[src/rtl/axis_s2mm_pkg.sv]
// Shared types and constants for the S2MM frame arbiter.
// Sizing helper derives the beat count of one block.
package axis_s2mm_pkg;

  localparam int DATA_W_DEF = 32;
  localparam int CNT_W_DEF  = 16;
  localparam int BEAT_W     = 8;

  typedef enum logic {
    IDLE = 1'b0,
    BUSY = 1'b1
  } state_e;

  function automatic int words_per_block(
    input int bytes,
    input int dw
  );
    return bytes / (dw / 8);
  endfunction

endpackage

[src/rtl/axis_frame_len_chk.sv]
// Per-frame beat counter flagging short/long frames.
// Emits a single-cycle err pulse per detected violation.
module axis_frame_len_chk
  import axis_s2mm_pkg::*;
#(
  parameter int WORDS = 16
) (
  input  logic clk_i,
  input  logic rst_i,
  input  logic hs_i,
  input  logic tlast_i,
  input  logic abort_i,
  output logic err_o
);

  localparam logic [BEAT_W-1:0] LAST_IDX =
    BEAT_W'(WORDS - 1);
  localparam logic [BEAT_W-1:0] SAT = '1;

  logic [BEAT_W-1:0] beat_q, beat_d;
  logic              ovr_q, ovr_d;

  always_comb begin
    beat_d = beat_q;
    ovr_d  = ovr_q;
    err_o  = 1'b0;
    if (abort_i) begin
      beat_d = '0;
      ovr_d  = 1'b0;
    end else if (hs_i) begin
      if (tlast_i) begin
        err_o  = (beat_q != LAST_IDX);
        beat_d = '0;
        ovr_d  = 1'b0;
      end else begin
        // overrun reported once, even when saturated
        if (beat_q == LAST_IDX && !ovr_q) begin
          err_o = 1'b1;
          ovr_d = 1'b1;
        end
        if (beat_q != SAT) begin
          beat_d = beat_q + BEAT_W'(1);
        end
      end
    end
  end

  always_ff @(posedge clk_i) begin
    if (rst_i) begin
      beat_q <= '0;
      ovr_q  <= 1'b0;
    end else begin
      beat_q <= beat_d;
      ovr_q  <= ovr_d;
    end
  end

endmodule

[src/rtl/axis_s2mm_frame_arb.sv]
// Frame-granular round-robin 2:1 AXI-Stream arbiter for S2MM.
// Grants change only on TLAST; tracks frame counts and length errors.
module axis_s2mm_frame_arb
  import axis_s2mm_pkg::*;
#(
  parameter int DATA_W          = DATA_W_DEF,
  parameter int BYTES_PER_BLOCK = 64,
  parameter int CNT_W           = CNT_W_DEF
) (
  input  logic                aclk,
  input  logic                areset,
  input  logic                s2mm_prmry_resetn,
  input  logic [DATA_W-1:0]   s0_tdata,
  input  logic [DATA_W/8-1:0] s0_tkeep,
  input  logic                s0_tvalid,
  input  logic                s0_tlast,
  output logic                s0_tready,
  input  logic [DATA_W-1:0]   s1_tdata,
  input  logic [DATA_W/8-1:0] s1_tkeep,
  input  logic                s1_tvalid,
  input  logic                s1_tlast,
  output logic                s1_tready,
  output logic [DATA_W-1:0]   m_tdata,
  output logic [DATA_W/8-1:0] m_tkeep,
  output logic                m_tvalid,
  output logic                m_tlast,
  input  logic                m_tready,
  input  logic [1:0]          src_en,
  input  logic                stat_clr,
  output logic                busy,
  output logic                grant,
  output logic [CNT_W-1:0]    frame_cnt0,
  output logic [CNT_W-1:0]    frame_cnt1,
  output logic [1:0]          len_err
);

  localparam int WORDS =
    words_per_block(BYTES_PER_BLOCK, DATA_W);

  state_e           state_q, state_d;
  logic             grant_q, grant_d;
  logic [CNT_W-1:0] cnt0_q, cnt1_q;
  logic [1:0]       err_q;
  logic [1:0]       cand;
  logic             run;
  logic             hs;
  logic             last_hs;
  logic             chk_err;
  logic             chk_abort;

  assign run  = s2mm_prmry_resetn;
  assign cand = src_en & {s1_tvalid, s0_tvalid}
              & {2{run}};

  always_comb begin
    m_tdata   = grant_q ? s1_tdata  : s0_tdata;
    m_tkeep   = grant_q ? s1_tkeep  : s0_tkeep;
    m_tlast   = grant_q ? s1_tlast  : s0_tlast;
    m_tvalid  = 1'b0;
    s0_tready = 1'b0;
    s1_tready = 1'b0;
    if (state_q == BUSY) begin
      m_tvalid  = grant_q ? s1_tvalid : s0_tvalid;
      s0_tready = ~grant_q & m_tready;
      s1_tready =  grant_q & m_tready;
    end
    // gating is combinational so the stream stops this cycle
    if (!run || areset) begin
      m_tvalid  = 1'b0;
      s0_tready = 1'b0;
      s1_tready = 1'b0;
    end
  end

  assign hs      = m_tvalid & m_tready;
  assign last_hs = hs & m_tlast;

  always_comb begin
    state_d = state_q;
    grant_d = grant_q;
    unique case (state_q)
      IDLE: begin
        unique case (1'b1)
          (&cand): begin
            grant_d = ~grant_q;
            state_d = BUSY;
          end
          (cand == 2'b01): begin
            grant_d = 1'b0;
            state_d = BUSY;
          end
          (cand == 2'b10): begin
            grant_d = 1'b1;
            state_d = BUSY;
          end
          default: ;
        endcase
      end
      BUSY: begin
        if (last_hs) begin
          state_d = IDLE;
        end
      end
      default: state_d = IDLE;
    endcase
    if (!run) begin
      state_d = IDLE;
    end
  end

  assign chk_abort = ~run | (state_q == IDLE);

  axis_frame_len_chk #(
    .WORDS (WORDS)
  ) u_len_chk (
    .clk_i   (aclk),
    .rst_i   (areset),
    .hs_i    (hs),
    .tlast_i (m_tlast),
    .abort_i (chk_abort),
    .err_o   (chk_err)
  );

  always_ff @(posedge aclk) begin
    if (areset) begin
      state_q <= IDLE;
      grant_q <= 1'b1;
      cnt0_q  <= '0;
      cnt1_q  <= '0;
      err_q   <= '0;
    end else begin
      state_q <= state_d;
      grant_q <= grant_d;
      if (stat_clr) begin
        cnt0_q <= '0;
        cnt1_q <= '0;
        err_q  <= '0;
      end else begin
        if (last_hs && !grant_q) begin
          cnt0_q <= cnt0_q + CNT_W'(1);
        end
        if (last_hs && grant_q) begin
          cnt1_q <= cnt1_q + CNT_W'(1);
        end
        if (chk_err) begin
          err_q[grant_q] <= 1'b1;
        end
      end
    end
  end

  assign busy       = (state_q == BUSY);
  assign grant      = grant_q;
  assign frame_cnt0 = cnt0_q;
  assign frame_cnt1 = cnt1_q;
  assign len_err    = err_q;

endmodule

[config.mk]
export PLATFORM = sky130hd
export DESIGN_NAME = axis_s2mm_frame_arb
export DESIGN_NICKNAME = d
export VERILOG_FILES = /design/src/rtl/axis_s2mm_pkg.sv /design/src/rtl/axis_frame_len_chk.sv /design/src/rtl/axis_s2mm_frame_arb.sv
export SDC_FILE = /design/constraint.sdc
export NUM_CORES = 1
export LEC_CHECK = 0
export ABC_AREA = 1
export CAP_MARGIN = 5
export CORE_UTILIZATION = 35
export DETAILED_ROUTE_END_ITERATION = 6
export MAX_ROUTING_LAYER = met4
export PLACE_DENSITY = 0.75
export SYNTH_ARGS = -nofsm -noshare
export SYNTH_HDL_FRONTEND = slang
export SYNTH_HIERARCHICAL = 1
export SYNTH_SLANG_ARGS = --single-unit
[constraint.sdc]
create_clock -name aclk -period 1.8 [get_ports aclk]
set_input_delay 0.45 -clock aclk [delete_from_list [all_inputs] [get_ports aclk]]
set_output_delay 0.45 -clock aclk [all_outputs]
set_load 0.01 [all_outputs]
==> Word level (Yosys, flattened, before mapping) <==
Index checks and enable logic that the tools add are counted.
{ "op_classes": {"add_sub_neg": 3, "mux": 24, "order_cmp": 2, "eq_ne": 5, "bitwise_logic": 11, "reduce_logical": 19} }
{ "ops": {"columns": ["operator", "n"], "rows": [
  ["$add A16 B1 Y16 const B", 2],
  ["$mux W32", 1],
  ["$mux W1", 17],
  ["$mux W8", 2],
  ["$add A8 B1 Y8 const B", 1],
  ["$eq A8 B4 Y1 const B", 1],
  ["$ne A8 B4 Y1 const B", 1],
  ["$ne A8 B8 Y1 const B", 1],
  ["$reduce_and A2 Y1", 4],
  ["$reduce_or A2 Y1", 3],
  ["$and A1 B1 Y1", 4],
  ["$and A2 B2 Y2", 2],
  ["$logic_and A1 B1 Y1", 4],
  ["$mux W4", 1],
  ["$reduce_bool A2 Y1", 2],
  ["$logic_not A1 Y1", 3],
  ["$not A1 Y1", 3],
  ["$pmux W1 S3", 1],
  ["$reduce_bool A3 Y1", 1],
  ["$reduce_or A3 Y1", 1],
  ["$eq A2 B1 Y1 const B", 1],
  ["$eq A2 B2 Y1 const B", 1],
  ["$lt A1 B2 Y1 const B", 1],
  ["$or A2 B2 Y2", 1],
  ["other kinds (5)", 5]
]} }
{ "word_totals": {"ff_bits": 45, "out_inout_bits": 76, "inputBits": 83, "wordCells": 71} }

==> Longest topological paths before layout <==
Gate-level depths: netlist of run 1.
{ "depth": {"ltp_word": 7, "mapped_depth": 13, "depth_no_buf": 11} }

==> Cells and area by module <==
The synthesis of run 1 kept the hierarchy.
{ "modules_own_cells": {"columns": ["module", "cells_per_inst", "area_per_inst_um2", "n_inst", "seq_area_each_um2"], "rows": [
  ["axis_s2mm_frame_arb", 444, 2543.7, 1, 720.7],
  ["axis_frame_len_chk", 87, 559.3, 1, 180.2]
]} }

==> Worst setup path after synthesis of run 1 <==
Ideal clock, no wire load.
{ "synth_path": {"kind": "reg2out", "from": "register grant_q, in the netlist grant", "to": "output port m_tdata[14]", "t_required_ns": 1.350, "arrival_ns": 1.244, "n_path_buf": 3, "path_stages_with_launch": 6, "setup_slack_ns": 0.106, "path_cell_list": "dfxtp_1 buf_6 clkbuf_1 clkbuf_1 nand2_1 nand2_1"} }
{ "synth_via": {"elab_chain_len": 1} }
{ "synth_lines": {"columns": ["item", "line_no", "text"], "rows": [
  ["from (decl)", "axis_s2mm_frame_arb.sv:41", "logic grant_q, grant_d;"],
  ["from (signal assigned)", "axis_s2mm_frame_arb.sv:133", "grant_q <= grant_d;"],
  ["$mux W32", "axis_s2mm_frame_arb.sv:56", "m_tdata = grant_q ? s1_tdata : s0_tdata;"],
  ["to (decl)", "axis_s2mm_frame_arb.sv:23", "output logic [DATA_W-1:0] m_tdata,"]
]} }
No other way between the ends.

==> Worst setup path in the final report of run 1 <==
{ "layout_path": {"from": "register grant_q, in the netlist grant", "to": "output port m_tlast"} }
{ "layout_via": {"elab_chain_len": 1} }
{ "layout_lines": {"columns": ["item", "line_no", "text"], "rows": [
  ["$mux W1", "axis_s2mm_frame_arb.sv:58", "m_tlast = grant_q ? s1_tlast : s0_tlast;"],
  ["to (decl)", "axis_s2mm_frame_arb.sv:26", "output logic m_tlast,"]
]} }
No other way between the ends.

==> results.ini, run 1 <==
[floorplanning]
die_boundary_width_microns=96.2
row_count=33
dieHeight_microns=96.2
start_util=0.370
top_level_ports=159
die-area_sq_um=9250
floorplan.core_area_sq_um=8380

[worst_setup_path]
cp-start-kind=register
critPathArrivalTime_ps=1420
setup.worst_path.class=reg2out
critical_path.endpoint_type=primary output
cp.required_ps=1350
critical_path_peak_fanout=4

[timing]
final.min_clock_period_ps=1870
final_max_slew_viol_count=0
fin_hold_ws_ps=478
fmax_mhz=535
period_share=1.04
clock_skew_ps=6.94
tightestPinTransition_ps=375
grt_setup_unrepaired=yes
setup_slack_ps=-68.8
slew_headroom=0.748
timing_hold_violations_final=0
finalSetupViolCount=1

[placed_design]
buffer_ports.inserted=158
dpl.hpwl_microns=9000
gp_routability_congestion=0.921
placed_cells=818

[detailed_routing]
vias=4097
finalWirelength_microns=11600
drcViolationCount=0
viasPerCell=4.88
detail_route.wl_per_cell_microns=13.9
initialDrtViolationCount=174
drt_pass1_iterations=4
routed_antenna_nets=0

[yosys]
post_synth.cell_area_avg_sq_um=5.84
yosys_register_bits=45
ys_warn_count=6
yosys.cell_types.count=29
synth-seq-area-share=0.290
mappedNetlistArea_sq_um=3100
syn_inst=531
synth.net_count=619

[cells_and_area]
antenna_cells=0
finalNetCount=821
layout.cells.non_filler=839
drive_gt1_frac=0.177
areaGrowthSynthToFinish_pct=73.7

[global_routing]
grt_max_degree=18
grt_remaining_overflow=0
grt_antenna_before_repair=0
first_global_vias=3902
grt.total_usage=0.262
global_route_wire_length_before_repair_microns=18100

[status]
violations=setup timing
outcome=complete, but fails checks

[cts]
cts_inserted_buffers=5
clock_tree.htree_level_count=2
post_cts_hold_buffer_count=0
numClockSinks=45
tritoncts=built
cts.clk_slew.worst_paths_ps=90
ctsRootBufferMaster=sky130_fd_sc_hd__clkbuf_8
clk_path_buf_depth=2
clk_latency_ps=290

[power_and_ir_drop]
cellLeakagePower_uw=0.00230
vdd_drop_max_mv=0.286
power.density_nw_per_um2=464

[job]
cap_viol_max_count=0

[worst_hold_path]
min_path_type=reg2reg

power breakdown:
part | leakage [uW] | internal (uW) | switching, uW
clock | 0.0000585 | 454 | 361
combinational | 0.00187 | 381 | 302
sequential | 0.000369 | 997 | 7.63
cell type report:
class                           instances  area, sq um
Timing Repair Buffer                  210         2010
Sequential cell                        45          920
Clock buffer                            7         86.3
Tap cell                              105          131
Clock inverter                          1         30.0
Multi-Input combinational cell        417         2000
Fill cell                             762         2990
Inverter                               54          213
synth_stat cells:
cell	instances	area, sq um
sky130_fd_sc_hd__nand2_1	228	856
sky130_fd_sc_hd__nor2_1	61	229
sky130_fd_sc_hd__inv_1	48	180
sky130_fd_sc_hd__dfxtp_1	45	901
sky130_fd_sc_hd__nand3_1	35	175
sky130_fd_sc_hd__a21oi_1	31	155
sky130_fd_sc_hd__nand4_1	11	68.8
sky130_fd_sc_hd__o21ai_0	11	55.1
sky130_fd_sc_hd__clkbuf_1	10	37.5
sky130_fd_sc_hd__nor3_1	7	35.0
sky130_fd_sc_hd__ha_1	5	62.6
sky130_fd_sc_hd__nand2_2	5	31.3
sky130_fd_sc_hd__xor2_1	5	43.8
sky130_fd_sc_hd__buf_6	4	45.0
sky130_fd_sc_hd__inv_2	4	15.0
sky130_fd_sc_hd__nor2_2	3	18.8
sky130_fd_sc_hd__nor2_4	3	33.8
sky130_fd_sc_hd__nand3_4	2	35.0
sky130_fd_sc_hd__nor2_8	2	40.0
sky130_fd_sc_hd__xnor2_1	2	17.5
sky130_fd_sc_hd__a21oi_2	1	8.76
sky130_fd_sc_hd__a31oi_1	1	6.26
sky130_fd_sc_hd__buf_4	1	7.51
sky130_fd_sc_hd__clkinv_1	1	3.75
sky130_fd_sc_hd__inv_4	1	6.26
sky130_fd_sc_hd__nand2_4	1	11.3
sky130_fd_sc_hd__nand3_2	1	10.0
sky130_fd_sc_hd__o21ai_1	1	5.00
sky130_fd_sc_hd__o221ai_1	1	8.76
metrics by stage:
step	setup WS [ps]	power [uW]	cell area [sq um]	TNS (ps)	util
4_1_cts	-28.8	2500	5290	-28.8	0.631
5_1_grt	-101	2610	5390	-1270	0.643
3_3_place_gp	-590	1730	5090	-19370	0.608
6_report	-68.8	2500	5390	-68.8	0.643
3_5_place_dp	-584	1730	5090	-20930	0.608
2_1_floorplan	106	1250	3100	0	-
cell usage in the layout, fill, tap and decap left out, drive strengths merged, types with 5 or more instances in the layout:
cell           synthesis  layout
a21oi                 32      32
buf                    5      57
clkbuf                10      20
clkdlybuf4s15          0      14
clkdlybuf4s50          0     111
dfxtp                 45      45
dlygate4sd2            0      13
ha                     5       5
inv                   53      53
nand2                234     234
nand3                 38      38
nand4                 11      11
nor2                  69      69
nor3                   7       7
o21ai                 12      12
xor2                   5       5
routing by layer:
layer | track usage | up-vias | wire length, microns
met4 | 0.0709 | 0 | 199
li1 | - | 2066 | -
met2 | 0.500 | 149 | 6290
met3 | 0.0498 | 14 | 749
met1 | 0.272 | 1868 | 4390
met5 | - | - | 0
state kept, by name, indices dropped and copies added (netlist names):
name              count
busy                  1
frame_cnt0           16
frame_cnt1           16
grant                 1
len_err               2
u_len_chk/beat_q      8
u_len_chk/ovr_q       1
final timing paths:
path,to,start,slack [ps],depth (start not counted)
worst max-delay path,m_tlast,grant$_SDFFE_PP1P_,-70,7
worst min-delay path,len_err[1]$_SDFFE_PP0P_,len_err[1]$_SDFFE_PP0P_,480,2
worst max register to register,frame_cnt0[9]$_SDFFE_PP0P_,grant$_SDFFE_PP1P_,0,12
worst min register to register,len_err[1]$_SDFFE_PP0P_,len_err[1]$_SDFFE_PP0P_,480,2
kinds of logic after synthesis:
group / share of synthesized area
AOI/OAI and AO/OA: 0.0770
DFF: 0.290
xor gates and xnor gates: 0.0198
buffers and inverters: 0.0952
and+or+nand+nor: 0.498
adders and majority gates: 0.0202
what timing repair did:
item,4_1_cts,5_1_grt
gates resized for setup,85,75
gates cloned,0,0
pin swaps,4,8
endpoints found under the setup margin,49,71
setup buffers,8,5
worst max-delay path: stages (launching register included):
cell	delay (ps)
sky130_fd_sc_hd__dfxtp_4	390
sky130_fd_sc_hd__buf_6	130
sky130_fd_sc_hd__buf_6	120
sky130_fd_sc_hd__buf_6	120
sky130_fd_sc_hd__nor2_4	120
sky130_fd_sc_hd__inv_2	70
sky130_fd_sc_hd__nand2_4	80
sky130_fd_sc_hd__buf_6	100
Note: power is estimated with default switching activity, not from simulation.
==> inputs of run 2 (changes only) <==
- PLACE_DENSITY: 0.75 -> 0.73
==> results.ini, run 2 (synthesized netlist as in run 1, its figures left out) <==
[worst_setup_path]
crit_path_frequent_cell=sky130_fd_sc_hd__inv_2
setup.worst_path.class=in2out
rr_endpoint=len_err[1]$_SDFFE_PP0P_
max_stage_delay_ps=470
worst_r2r_path_depth=13
critical_path.n_buffers_inverters=4
critPathArrivalTime_ps=1330
crit_slowest_cell=sky130_fd_sc_hd__clkdlybuf4s50_1
critical_path.endpoint_type=primary output
cp-start-kind=input port
cp_top_family=buffers and inverters
path_cells=clkdlybuf4s50_1 -> inv_2 -> nor2_4 -> inv_2 -> nand2_4 -> buf_6
cp.required_ps=1350
critical_path_peak_fanout=2
setup.reg_to_reg.worst_slack_ps=90
crit-reg2reg-launch=grant$_SDFFE_PP1P_

[detailed_routing]
initialDrtViolationCount=160
routed_antenna_nets=0
drt_pass1_iterations=4
vias=3992
detail_route.wl_per_cell_microns=13.1
drcViolationCount=0
finalWirelength_microns=10900
viasPerCell=4.80

[cells_and_area]
finalNetCount=814
mostFrequentLayoutCells=225 x sky130_fd_sc_hd__nand2_1, 113 x sky130_fd_sc_hd__clkdlybuf4s50_1, 59 x sky130_fd_sc_hd__nor2_1
nFillCells=782
antenna_cells=0
postLayoutCellArea_sq_um=5230
drive_gt1_frac=0.195
areaGrowthSynthToFinish_pct=68.4
final_common_cell=sky130_fd_sc_hd__nand2_1

[power_and_ir_drop]
comb_power_share=0.271
vdd_drop_max_mv=0.430
power.density_nw_per_um2=471
p_switching_uw=636
register_share_of_total_power=0.407
cell_internal_pwr_uw=1820
post-layout-total-power_uw=2460
power_frac_clock=0.322
net_switching_share_of_the_total_power=0.258
cellLeakagePower_uw=0.00225

[global_routing]
global_route_wire_length_before_repair_microns=17500
busiest_layer=met2
grt.total_usage=0.246
grt_util_met1=0.270
gr-usage-met2=0.449
first_global_vias=3793
grt_use_met3=0.0466
grt_remaining_overflow=0
grt_antenna_before_repair=0
grt_max_degree=20

[placed_design]
placed_area_sq_um=5070
dpl.hpwl_microns=8560
buffer_ports.inserted=158
gp_routability_congestion=0.897

[floorplanning]
top_level_ports=159
die-area_sq_um=9250
start_util=0.370
die_boundary_width_microns=96.2
dieHeight_microns=96.2
floorplan.core_area_sq_um=8380
row_count=33

[status]
outcome=finished clean

[worst_hold_path]
timing.hold.worst_path_depth=2
hold_start=frame_cnt1[6]$_SDFFE_PP0P_
min_path_type=reg2reg
whs_endpoint=frame_cnt1[6]$_SDFFE_PP0P_

[cts]
clock_tree.htree_level_count=2
cts_inserted_buffers=5
ctsRootBufferMaster=sky130_fd_sc_hd__clkbuf_8
cts.clk_slew.worst_paths_ps=80
numClockSinks=45
clk_path_buf_depth=2
tritoncts=built
post_cts_hold_buffer_count=0
clk_latency_ps=300

[timing]
grt_setup_unrepaired=yes
fmax_mhz=562
clock_skew_ps=10.9
fin_hold_ws_ps=484
final.min_clock_period_ps=1780
period_share=0.988
tightestPinTransition_ps=386
timing_hold_violations_final=0
slew_headroom=0.740
finalSetupViolCount=0
timing.setup.tns_ps=0
final_max_slew_viol_count=0

[job]
cap_viol_max_count=0

run 2: final cells by class:
| class | count | area (sq um) | area share |
|---|---|---|---|
| inverter | 54 | 218 | 0.0417 |
| multi-input combinational | 417 | 1970 | 0.378 |
| sequential | 45 | 918 | 0.176 |
| clock buffer | 7 | 86.3 | 0.0165 |
| timing repair buffer | 203 | 1870 | 0.358 |
| clock inverter | 1 | 30.0 | 0.00575 |
| tap | 105 | 131 | 0.0251 |
run 2: worst reg2reg max path: cells and delay by family, from the launching register on:
| family | cells | cell delay, ps |
|---|---|---|
| AO/OA/AOI/OAI | 2 | 270 |
| flip-flops | 1 | 340 |
| buffers and inverters | 6 | 600 |
| AND/OR/NAND/NOR | 5 | 460 |
run 2: what timing repair did:
action                                  CTS  global route
endpoints found under the setup margin   46            70
gates resized for setup                 139            64
buffers inserted                          8             3
pin swaps                                 1             2
cloned                                    0             2
run 2: through the flow:
stage | cells | utilization | setup WS (ps)
finish | 832 | 0.623 | 21.1
global route | 832 | 0.623 | -12.3
CTS | 827 | 0.627 | -8.01
detailed placement | 811 | 0.604 | -571
global placement | 811 | 0.604 | -563
floorplan | 531 | - | 106
run 2: layer usage:
| metal | vias to the layer above | routed length (microns) |
|---|---|---|
| met4 | 0 | 212 |
| met1 | 1809 | 4320 |
| li1 | 2047 | - |
| met5 | - | 0 |
| met2 | 120 | 5680 |
| met3 | 16 | 657 |
run 2: worst max path at each step:
| stage | depth (start not counted) | from | to |
|---|---|---|---|
| floorplan | 5 | grant$_SDFFE_PP1P_ | m_tdata[14] |
| global placement | 5 | areset | s0_tready |
| detailed placement | 5 | areset | s0_tready |
| CTS | 5 | grant$_SDFFE_PP1P_ | m_tdata[11] |
| global route | 6 | grant$_SDFFE_PP1P_ | m_tdata[7] |
| finish | 6 | s0_tlast | m_tlast |
run 2: power by group through the flow:
| stage | sequential, uW | clock (uW) | combinational [uW] |
|---|---|---|---|
| CTS | 1000 | 809 | 683 |
| global route | 1000 | 853 | 729 |
| detailed placement | 1020 | 0 | 699 |
| global placement | 1020 | 0 | 695 |
| floorplan | 1020 | 0 | 228 |
| finish | 1000 | 792 | 667 |
